`config.mk`:
```
export PLATFORM = sky130hd
export DESIGN_NAME = regfile_scoreboard_flat
export DESIGN_NICKNAME = d
export VERILOG_FILES = /design/src/rtl/regfile_pkg.sv /design/src/rtl/regfile_scoreboard_if.sv /design/src/rtl/regfile_entry.sv /design/src/rtl/regfile_scoreboard.sv /design/src/flat_wrapper.sv
export SDC_FILE = /design/constraint.sdc
export NUM_CORES = 2
export LEC_CHECK = 0
export BUFFER_PORTS_ARGS = -buffer_cell sky130_fd_sc_hd__buf_4
export CORE_MARGIN = 8
export CORE_UTILIZATION = 29
export CTS_CLUSTER_SIZE = 14
export DETAILED_ROUTE_END_ITERATION = 6
export GPL_TIMING_DRIVEN = 0
export SLEW_MARGIN = 5
export SYNTH_ARGS = -nofsm -noshare
export SYNTH_HDL_FRONTEND = slang
export SYNTH_HIERARCHICAL = 1
export SYNTH_SLANG_ARGS = --single-unit
```
`constraint.sdc`:
```
create_clock -name clock -period 3.5 [get_ports clock]
set_input_delay 0.175 -clock clock [delete_from_list [all_inputs] [get_ports clock]]
set_output_delay 0.175 -clock clock [all_outputs]
set_load 0.01 [all_outputs]
```
`src/rtl/regfile_pkg.sv`:
```
// Shared defaults and index helpers for the register file with a
// pending-write scoreboard.
package regfile_pkg;

   localparam int unsigned DEF_DATA_WIDTH = 32;
   localparam int unsigned DEF_NUM_REGS   = 32;
   localparam int unsigned ZERO_REG_IDX   = 0;

   function automatic int unsigned addr_width_f(input int unsigned num_regs);
      return $clog2(num_regs);
   endfunction

endpackage

```
`src/rtl/regfile_scoreboard_if.sv`:
```
// Write/read/reserve port bundle of regfile_scoreboard; the slave side is
// the register file, the master side the pipeline driving it.
interface regfile_scoreboard_if
   import regfile_pkg::*;
#(
   parameter int unsigned DATA_WIDTH = DEF_DATA_WIDTH,
   parameter int unsigned NUM_REGS   = DEF_NUM_REGS,
   parameter int unsigned ADDR_WIDTH = addr_width_f(NUM_REGS)
);

   logic                  ctrl_writeEnable;
   logic [ADDR_WIDTH-1:0] ctrl_writeReg;
   logic [DATA_WIDTH-1:0] data_writeReg;
   logic [ADDR_WIDTH-1:0] ctrl_readRegA;
   logic [ADDR_WIDTH-1:0] ctrl_readRegB;
   logic [DATA_WIDTH-1:0] data_readRegA;
   logic [DATA_WIDTH-1:0] data_readRegB;
   logic                  busyA;
   logic                  busyB;
   logic                  ctrl_reserveEnable;
   logic [ADDR_WIDTH-1:0] ctrl_reserveReg;
   logic                  reserve_ok;
   logic [ADDR_WIDTH:0]   pending_count;

   modport slave (
      input  ctrl_writeEnable, ctrl_writeReg, data_writeReg,
      input  ctrl_readRegA, ctrl_readRegB,
      input  ctrl_reserveEnable, ctrl_reserveReg,
      output data_readRegA, data_readRegB, busyA, busyB,
      output reserve_ok, pending_count
   );

   modport master (
      output ctrl_writeEnable, ctrl_writeReg, data_writeReg,
      output ctrl_readRegA, ctrl_readRegB,
      output ctrl_reserveEnable, ctrl_reserveReg,
      input  data_readRegA, data_readRegB, busyA, busyB,
      input  reserve_ok, pending_count
   );

endinterface

```
`src/rtl/regfile_entry.sv`:
```
// One register: data word plus pending bit, both cleared by async reset.
// A reservation wins over the clear caused by a write in the same cycle.
module regfile_entry
   import regfile_pkg::*;
#(
   parameter int unsigned DATA_WIDTH = DEF_DATA_WIDTH
) (
   input  logic                  clk_i,
   input  logic                  rst_i,
   input  logic                  we_i,
   input  logic [DATA_WIDTH-1:0] wdata_i,
   input  logic                  set_pend_i,
   output logic [DATA_WIDTH-1:0] data_o,
   output logic                  pend_o
);

   logic [DATA_WIDTH-1:0] data_q, data_d;
   logic                  pend_q, pend_d;

   always_comb begin
      data_d = data_q;
      pend_d = pend_q;
      if (we_i) begin
         data_d = wdata_i;
         pend_d = 1'b0;
      end
      if (set_pend_i) begin
         pend_d = 1'b1;
      end
   end

   always_ff @(posedge clk_i or posedge rst_i) begin
      if (rst_i) begin
         data_q <= '0;
         pend_q <= 1'b0;
      end else begin
         data_q <= data_d;
         pend_q <= pend_d;
      end
   end

   assign data_o = data_q;
   assign pend_o = pend_q;

endmodule

```
`src/rtl/regfile_scoreboard.sv`:
```
// Register file with zero-latency bypassed reads and a per-register pending
// scoreboard; register 0 is hard-wired to zero and can never be reserved.
module regfile_scoreboard
   import regfile_pkg::*;
#(
   parameter int unsigned DATA_WIDTH = DEF_DATA_WIDTH,
   parameter int unsigned NUM_REGS   = DEF_NUM_REGS,
   parameter int unsigned ADDR_WIDTH = addr_width_f(NUM_REGS)
) (
   input  logic                 clock,
   input  logic                 ctrl_reset,
   regfile_scoreboard_if.slave  rf_if
);

   localparam logic [ADDR_WIDTH-1:0] ZERO_REG = ADDR_WIDTH'(ZERO_REG_IDX);

   logic [NUM_REGS-1:0][DATA_WIDTH-1:0] regs;
   logic [NUM_REGS-1:0]                 pend;

   logic                wr_valid;
   logic                byp_a, byp_b, byp_rsv;
   logic                rsv_ok;
   logic                rsv_new;
   logic                clr_live;
   logic [ADDR_WIDTH:0] count_q, count_d;

   assign regs[0] = '0;
   assign pend[0] = 1'b0;

   for (genvar i = 1; i < NUM_REGS; i++) begin : g_entry
      regfile_entry #(
         .DATA_WIDTH (DATA_WIDTH)
      ) u_entry (
         .clk_i      (clock),
         .rst_i      (ctrl_reset),
         .we_i       (wr_valid && (rf_if.ctrl_writeReg == ADDR_WIDTH'(i))),
         .wdata_i    (rf_if.data_writeReg),
         .set_pend_i (rsv_ok && (rf_if.ctrl_reserveReg == ADDR_WIDTH'(i))),
         .data_o     (regs[i]),
         .pend_o     (pend[i])
      );
   end

   // Writes are ignored while reset is held, which also blocks the bypass.
   assign wr_valid = !ctrl_reset && rf_if.ctrl_writeEnable &&
                     (rf_if.ctrl_writeReg != ZERO_REG);
   assign byp_a    = wr_valid && (rf_if.ctrl_writeReg == rf_if.ctrl_readRegA);
   assign byp_b    = wr_valid && (rf_if.ctrl_writeReg == rf_if.ctrl_readRegB);
   assign byp_rsv  = wr_valid && (rf_if.ctrl_writeReg == rf_if.ctrl_reserveReg);

   assign rf_if.data_readRegA = byp_a ? rf_if.data_writeReg : regs[rf_if.ctrl_readRegA];
   assign rf_if.data_readRegB = byp_b ? rf_if.data_writeReg : regs[rf_if.ctrl_readRegB];
   assign rf_if.busyA         = pend[rf_if.ctrl_readRegA] && !byp_a;
   assign rf_if.busyB         = pend[rf_if.ctrl_readRegB] && !byp_b;

   assign rsv_ok = !ctrl_reset && rf_if.ctrl_reserveEnable &&
                   (rf_if.ctrl_reserveReg != ZERO_REG) &&
                   (!pend[rf_if.ctrl_reserveReg] || byp_rsv);
   assign rf_if.reserve_ok = rsv_ok;

   // Count tracks only real bit transitions: a re-reserve of a pending
   // register, or a write cleared by a same-index reserve, leaves it alone.
   assign rsv_new  = rsv_ok && !pend[rf_if.ctrl_reserveReg];
   assign clr_live = wr_valid && pend[rf_if.ctrl_writeReg] && !(rsv_ok && byp_rsv);

   always_comb begin
      count_d = count_q;
      case ({rsv_new, clr_live})
         2'b10:   count_d = count_q + 1'b1;
         2'b01:   count_d = count_q - 1'b1;
         default: count_d = count_q;
      endcase
   end

   always_ff @(posedge clock or posedge ctrl_reset) begin
      if (ctrl_reset) begin
         count_q <= '0;
      end else begin
         count_q <= count_d;
      end
   end

   assign rf_if.pending_count = count_q;

endmodule

```
`src/flat_wrapper.sv`:
```
// flat-port wrapper written by rule: the top's interface ports become plain ports
module regfile_scoreboard_flat import regfile_pkg::*;
#(
   parameter int unsigned DATA_WIDTH = DEF_DATA_WIDTH,
   parameter int unsigned NUM_REGS   = DEF_NUM_REGS,
   parameter int unsigned ADDR_WIDTH = addr_width_f(NUM_REGS)
)
  (clock, ctrl_reset, rf_if_ctrl_writeEnable, rf_if_ctrl_writeReg, rf_if_data_writeReg, rf_if_ctrl_readRegA, rf_if_ctrl_readRegB, rf_if_ctrl_reserveEnable, rf_if_ctrl_reserveReg, rf_if_data_readRegA, rf_if_data_readRegB, rf_if_busyA, rf_if_busyB, rf_if_reserve_ok, rf_if_pending_count);
  regfile_scoreboard_if #(.DATA_WIDTH(DATA_WIDTH), .NUM_REGS(NUM_REGS), .ADDR_WIDTH(ADDR_WIDTH)) rf_if_i ();
  input  logic clock;
  input  logic ctrl_reset;
  input wire logic [$bits(rf_if_i.ctrl_writeEnable)-1:0] rf_if_ctrl_writeEnable;
  input wire logic [$bits(rf_if_i.ctrl_writeReg)-1:0] rf_if_ctrl_writeReg;
  input wire logic [$bits(rf_if_i.data_writeReg)-1:0] rf_if_data_writeReg;
  input wire logic [$bits(rf_if_i.ctrl_readRegA)-1:0] rf_if_ctrl_readRegA;
  input wire logic [$bits(rf_if_i.ctrl_readRegB)-1:0] rf_if_ctrl_readRegB;
  input wire logic [$bits(rf_if_i.ctrl_reserveEnable)-1:0] rf_if_ctrl_reserveEnable;
  input wire logic [$bits(rf_if_i.ctrl_reserveReg)-1:0] rf_if_ctrl_reserveReg;
  output wire logic [$bits(rf_if_i.data_readRegA)-1:0] rf_if_data_readRegA;
  output wire logic [$bits(rf_if_i.data_readRegB)-1:0] rf_if_data_readRegB;
  output wire logic [$bits(rf_if_i.busyA)-1:0] rf_if_busyA;
  output wire logic [$bits(rf_if_i.busyB)-1:0] rf_if_busyB;
  output wire logic [$bits(rf_if_i.reserve_ok)-1:0] rf_if_reserve_ok;
  output wire logic [$bits(rf_if_i.pending_count)-1:0] rf_if_pending_count;
  assign rf_if_i.ctrl_writeEnable = rf_if_ctrl_writeEnable;
  assign rf_if_i.ctrl_writeReg = rf_if_ctrl_writeReg;
  assign rf_if_i.data_writeReg = rf_if_data_writeReg;
  assign rf_if_i.ctrl_readRegA = rf_if_ctrl_readRegA;
  assign rf_if_i.ctrl_readRegB = rf_if_ctrl_readRegB;
  assign rf_if_i.ctrl_reserveEnable = rf_if_ctrl_reserveEnable;
  assign rf_if_i.ctrl_reserveReg = rf_if_ctrl_reserveReg;
  assign rf_if_data_readRegA = rf_if_i.data_readRegA;
  assign rf_if_data_readRegB = rf_if_i.data_readRegB;
  assign rf_if_busyA = rf_if_i.busyA;
  assign rf_if_busyB = rf_if_i.busyB;
  assign rf_if_reserve_ok = rf_if_i.reserve_ok;
  assign rf_if_pending_count = rf_if_i.pending_count;
  regfile_scoreboard #(.DATA_WIDTH(DATA_WIDTH), .NUM_REGS(NUM_REGS), .ADDR_WIDTH(ADDR_WIDTH)) u_core (.clock(clock), .ctrl_reset(ctrl_reset), .rf_if(rf_if_i));
endmodule
```
-- Yosys cells after proc, flatten, opt, wreduce, memory -nomap -nowiden
Index checks and enable logic that the tools add are counted.
- add/subtract/negate cells: 2
- magnitude comparators: 4
- eq/ne operators: 67
- muxes and demuxes: 77
- reduce and logical (&&, ||, !) cells: 116
- operators by type and width (kind ; count):
    32-bit binary-select mux with 5-bit select ; 2
    5-bit == test (second input constant) ; 32
    32-bit 2-to-1 mux ; 4
    5-bit by 4-bit == test with 1-bit output (second input constant) ; 16
    1-bit logical AND ; 76
    1-bit 2-to-1 mux ; 66
    2-bit nonzero test ; 32
    5-bit by 3-bit == test with 1-bit output (second input constant) ; 8
    5-bit by 6-bit less-than comparator with 1-bit output (second input constant) ; 4
    1-bit binary-select mux with 5-bit select ; 4
    5-bit by 2-bit == test with 1-bit output (second input constant) ; 4
    5-bit == test ; 3
    6-bit case mux with 2 select lines ; 1
    5-bit by 1-bit == test with 1-bit output (second input constant) ; 2
    5-bit nonzero test ; 2
    6-bit by 1-bit adder with 6-bit output (second input constant) ; 1
    6-bit by 1-bit subtractor with 6-bit output (second input constant) ; 1
    1-bit zero test ; 5
    2-bit by 1-bit == test with 1-bit output (second input constant) ; 1
    2-bit == test (second input constant) ; 1
    1-bit logical OR ; 1
- register bits after elaboration: 1029
- input bits: 56
- output and inout bits: 73
- word-level logic and storage cells: 329

-- Depth between registers and ports, before layout
- depth in word-level cells: 11
- mapped depth: 15
- gate-level depth less buffers: 13

-- Hierarchy
The synthesis kept the hierarchy.
- by module, submodules not included (module ; times used ; cells an instance ; area each (µm²) ; seq. area each (µm²)):
    regfile_entry ; 31 ; 72 ; 1381.3 ; 825.8
    regfile_scoreboard ; 1 ; 1748 ; 18317.6 ; 150.1

-- Least setup slack after synthesis
OpenSTA, ideal clock, no wires.
- kind: input -> register
- from: input port rf_if_ctrl_writeReg[0]
- to: register u_core.count_q[5], in the netlist u_core/rf_if.pending_count[5]
- setup time: 0.125 ns
- data arrival time: 2.987 ns
- required time: 3.375 ns
- path slack: 0.388 ns
- stages: 13
- buffers on the path: 2
- cell sequence: buf_4 > buf_2 > mux4_2 > mux4_2 > mux2i_1 > nor3_1 > ha_1 > ha_1 > a21o_1 > a21oi_1 > nand4b_1 > nand4_1 > xor2_1
- word-level cells in the longest chain between the ends: 10
- elaborated cells between the ends (all ways): 17
- classes of those cells: eq/ne: 3; mux: 3; reduce/logical: 11
- RTL lines (element ; RTL line ; source):
    from (decl) ; flat_wrapper.sv:13 ; input wire logic [$bits(rf_if_i.ctrl_writeReg)-1:0] rf_if_ctrl_writeReg;
    branches (longest 10 deep; another with 6-bit case mux with 2 select lines) ; n/a ;
    to (signal assigned) ; regfile_scoreboard.sv:79 ; count_q <= count_d;
    to (decl) ; regfile_scoreboard.sv:25 ; logic [ADDR_WIDTH:0] count_q, count_d;
Parallel ways; which one is timed is not known. The select of a mux whose other input is x is not followed.
A chain may end at the register's enable or synchronous reset.

-- Worst setup path after layout
- from: input port rf_if_ctrl_readRegB[1]
- to: output port rf_if_data_readRegB[22]
- word-level cells in the longest chain between the ends: 3
- elaborated cells between the ends (all ways): 5
- classes of those cells: eq/ne: 1; mux: 3; reduce/logical: 1
- RTL lines (element ; RTL line ; source):
    from (decl) ; flat_wrapper.sv:16 ; input wire logic [$bits(rf_if_i.ctrl_readRegB)-1:0] rf_if_ctrl_readRegB;
    32-bit binary-select mux with 5-bit select or 5-bit == test (tied branches) ; regfile_scoreboard.sv:52, regfile_scoreboard.sv:48 ;
    32-bit 2-to-1 mux (implied by the code) or 1-bit logical AND (tied branches) ; regfile_scoreboard.sv:52, regfile_scoreboard.sv:48 ;
    32-bit 2-to-1 mux (*) ; regfile_scoreboard.sv:52 ; assign rf_if.data_readRegB = byp_b ? rf_if.data_writeReg : regs[rf_if.ctrl_readRegB];
    to (decl) ; flat_wrapper.sv:20 ; output wire logic [$bits(rf_if_i.data_readRegB)-1:0] rf_if_data_readRegB;
Every way passes the cells marked *; elsewhere a longest branch is shown, timed or not. The select of a mux whose other input is x is not followed.

==> results.py <==
metrics = {
    "synthesis": {
        "synth.net_count": 4042,
        "syn_inst": 3980,
        "synth.top_cell.area_share": 0.4212,
        "synthTopCellsByArea": "dfrtp_1 42%, mux2_4 22%, mux4_2 16%",
        "synth_edf_count": 0,
        "yosysTopAreaCell": "dfrtp_1",
        "ys_warn_count": 6,
        "synth_flop_cell": "dfrtp_1",
        "synthArstFlopShare": 1.000,
        "avgSynthCellArea_sq_um": 15.36,
        "synth.distinct_cells": 71,
        "synth_seq_area_share": 0.4212,
        "syn-cell-area_sq_mm": 0.06114,
        "synth-seq-cells": 1029,
    },
    "global_route": {
        "antenna_found_initial": 14,
        "grt_pass1_vias": 41710,
        "grt.total_usage": 0.2059,
        "grt_max_degree": 34,
        "overflow": 0,
        "grt_pass1_wl_um": 336400,
    },
    "worst_setup_path": {
        "critPathBufInv": 4,
        "cp_top_family": "buffers and inverters",
        "regToRegSetupSlack_ps": 140,
        "worstPathRequired_ps": 3320,
        "cp_max_fo": 10,
        "worstPathCellList": "buf_2, buf_2, clkdlybuf4s15_1, mux4_2, o22ai_1, nor3_1, o22a_1, buf_4",
        "slowest_stage": "clkdlybuf4s15_1",
        "crit_type": "in2out",
        "cp_common_cell": "buf_2",
        "cp.arrival_ps": 3420,
        "cpPeakStageDelay_ps": 820,
        "start_kind": "primary input",
        "endpoint_kind": "output pin",
        "r2r_start": "u_core/g_entry[15].u_entry/pend_o",
        "r2r-end": "u_core/rf_if.pending_count[5]",
        "ff2ff_path_depth": 11,
    },
    "route": {
        "ant_nets": 0,
        "drt-total-wl_um": 239300,
        "vias": 41170,
        "drtIter0Drc": 5231,
        "wl_per_cell_um": 33.31,
        "first_pass_iters": 6,
        "drc_errors": 0,
        "viasPerCell": 5.732,
    },
    "min_path": {
        "hp-start": "rf_if_data_writeReg[14]",
        "min_path_cells": 2,
        "holdPathEnd": "u_core/g_entry[1].u_entry/data_o[14]",
        "hp-class": "in2reg",
    },
    "timing": {
        "max_freq_ghz": 0.2783,
        "setup_viol": 17,
        "finalCritPeriodShare": 1.027,
        "setup_ws_ps": -92.80,
        "timing_max_transition_violations_final": 0,
        "fin_setup_tns_ps": -598.5,
        "max_slew_margin": 0.1429,
        "hold_viol_final": 0,
        "fin_skew_ps": 46.24,
        "rsz0062_at_grt": "true",
        "min_period_ps": 3593,
        "worstMarginPinSlew_ps": 1286,
    },
    "cts": {
        "clockRootBuffer": "clkbuf_16",
        "clock_sinks": 1029,
        "tritoncts": "yes",
        "cts_buffer_depth": 3,
        "htreeDepth": 3,
        "post_cts_buffers": 0,
        "cts_inserted_buffers": 114,
        "clk_latency_ps": 760,
        "path_clk_slew_ps": 60,
    },
    "floorplan": {
        "num_rows": 168,
        "core_area_sq_mm": 0.2096,
        "die_x_um": 475.2,
        "initial_core_util": 0.2917,
        "die_h_um": 475.2,
        "fp.dieArea_sq_mm": 0.2258,
        "ios": 129,
    },
    "pwr": {
        "powerDensity_mw_per_mm2": 500.4,
        "leakage_uw": 0.03053,
        "peakVddDrop_v": 0.0003722,
    },
    "run": {
        "maxCapViolCount": 0,
    },
    "finish": {
        "layout-drive-gt1-share": 0.4931,
        "nets": 4339,
        "area_delta_synth_final_pct": 15.95,
    },
    "placement": {
        "hpwl_um": 171300,
        "port_buffers": 115,
        "gp_congestion": 0.9320,
        "dpl_worst_slack_ps": -945.1,
    },
    "run_status": {
        "violations": "setup timing",
        "status": "finished, violations left",
    },
}
[synth_stat cells (all sizes together) (2+ instances only)]
cell / instances
a2111oi: 29
a211oi: 35
a21boi: 3
a21o: 34
a21oi: 97
a221o: 2
a221oi: 3
a22o: 3
a22oi: 4
a31oi: 3
and2: 3
and3: 2
and4: 2
buf: 258
clkbuf: 108
dfrtp: 1029
ha: 5
inv: 72
mux2: 998
mux2i: 176
mux4: 444
nand2: 62
nand2b: 45
nand3: 17
nand3b: 5
nand4: 3
nand4b: 2
nor2: 142
nor2b: 11
nor3: 42
nor3b: 2
nor4: 10
nor4b: 9
o21ai: 12
o22a: 30
o22ai: 207
o31ai: 29
o32ai: 3
or2: 4
or3: 2
xnor2: 11
xor2: 9
[worst reg2reg max path, stage by stage, from the launching register on]
cell	delay, ps
dfrtp_1	450
mux4_2	490
mux4_2	490
mux2i_1	220
nor3_2	120
ha_1	300
ha_1	300
a21o_1	190
a21oi_2	200
nand4b_1	160
nand4_1	120
xor2_1	160
[stage by stage]
step                      power (uW)  instances  utilization  hold slack [ps]  area [sq um]
after floorplan                19690       3980            -           -28.73         61140
after CTS                      35430       7177       0.3377            2.968         70760
after global placement         22140       6900       0.3126            406.7         65510
after detailed placement       22410       6931       0.3156            421.8         66150
final                          35470       7183       0.3383            27.50         70890
after global routing           36560       7182       0.3382            9.698         70890
[flip-flops by register name, indices dropped and copies added (netlist names)]
signal	flops
u_core/g_entry.u_entry/data_o	992
u_core/g_entry.u_entry/pend_o	31
u_core/rf_if.pending_count	6
[per-layer routing]
layer  global-route usage  vias to the layer above  wire length [um]
met5                    0                        -                46
met4               0.1202                        8             16830
met3              0.06042                      588             23440
met1               0.2702                    22050             95640
li1                     -                    15890                 -
met2               0.3020                     2630            103300
[cells in the final DEF (no fill, tap or decap), types with 62 or more instances in the layout]
| cell | instances |
|---|---|
| mux2i_1 | 176 |
| clkbuf_16 | 115 |
| mux4_2 | 442 |
| buf_2 | 105 |
| nor2_1 | 141 |
| nand2_1 | 62 |
| a21oi_1 | 84 |
| mux2_2 | 99 |
| buf_4 | 129 |
| mux2_4 | 899 |
| buf_12 | 123 |
| o22ai_1 | 207 |
| dfrtp_1 | 1029 |
| clkbuf_1 | 93 |
[final cells by class]
cell class              count  area (sq um)
flip-flops and latches   1029         25750
multi-input cells        2513         32080
fillers                 20210        138700
well taps                2805          3510
clock inverters            39         616.8
repair buffers            182          1869
clock buffers             172          3372
inverters                  72         270.3
plain buffers             365          3406
diodes                      6         15.01
[cell families after synthesis]
family                     synth area share
adders and majority gates          0.001351
and+or+nand+nor                     0.02916
DFF                                  0.4212
buffers and inverters               0.05857
xor gates and xnor gates           0.002865
AOI/OAI and AO/OA                   0.05538
muxes                                0.4315
[timing repair]
item                                    4_1_cts  5_1_grt
hold buffers                                 36        0
resized for setup                            94       40
hold endpoints to repair                   1236        0
pin swaps                                     1        0
endpoints found under the setup margin       60       27
[power breakdown]
part	leakage [uW]	internal (uW)	switching, uW
Clock	0.00195	7540	5380
Combinational	0.0149	4160	3430
Sequential	0.0137	13500	1450
Total	0.0305	25200	10300
[worst max path at each step]
stage	start	slack (ps)	to	cells after the start
2_1_floorplan	rf_if_ctrl_writeReg[0]	390	u_core/rf_if.pending_count[5]	13
3_3_place_gp	rf_if_ctrl_readRegA[0]	-910	rf_if_data_readRegA[8]	10
3_5_place_dp	rf_if_ctrl_readRegB[3]	-950	rf_if_data_readRegB[23]	9
4_1_cts	rf_if_ctrl_readRegB[2]	3	rf_if_data_readRegB[8]	9
5_1_grt	rf_if_ctrl_readRegA[1]	-4	rf_if_data_readRegA[2]	10
6_report	rf_if_ctrl_readRegB[1]	-90	rf_if_data_readRegB[22]	8
(Power assumes the default switching activity.)
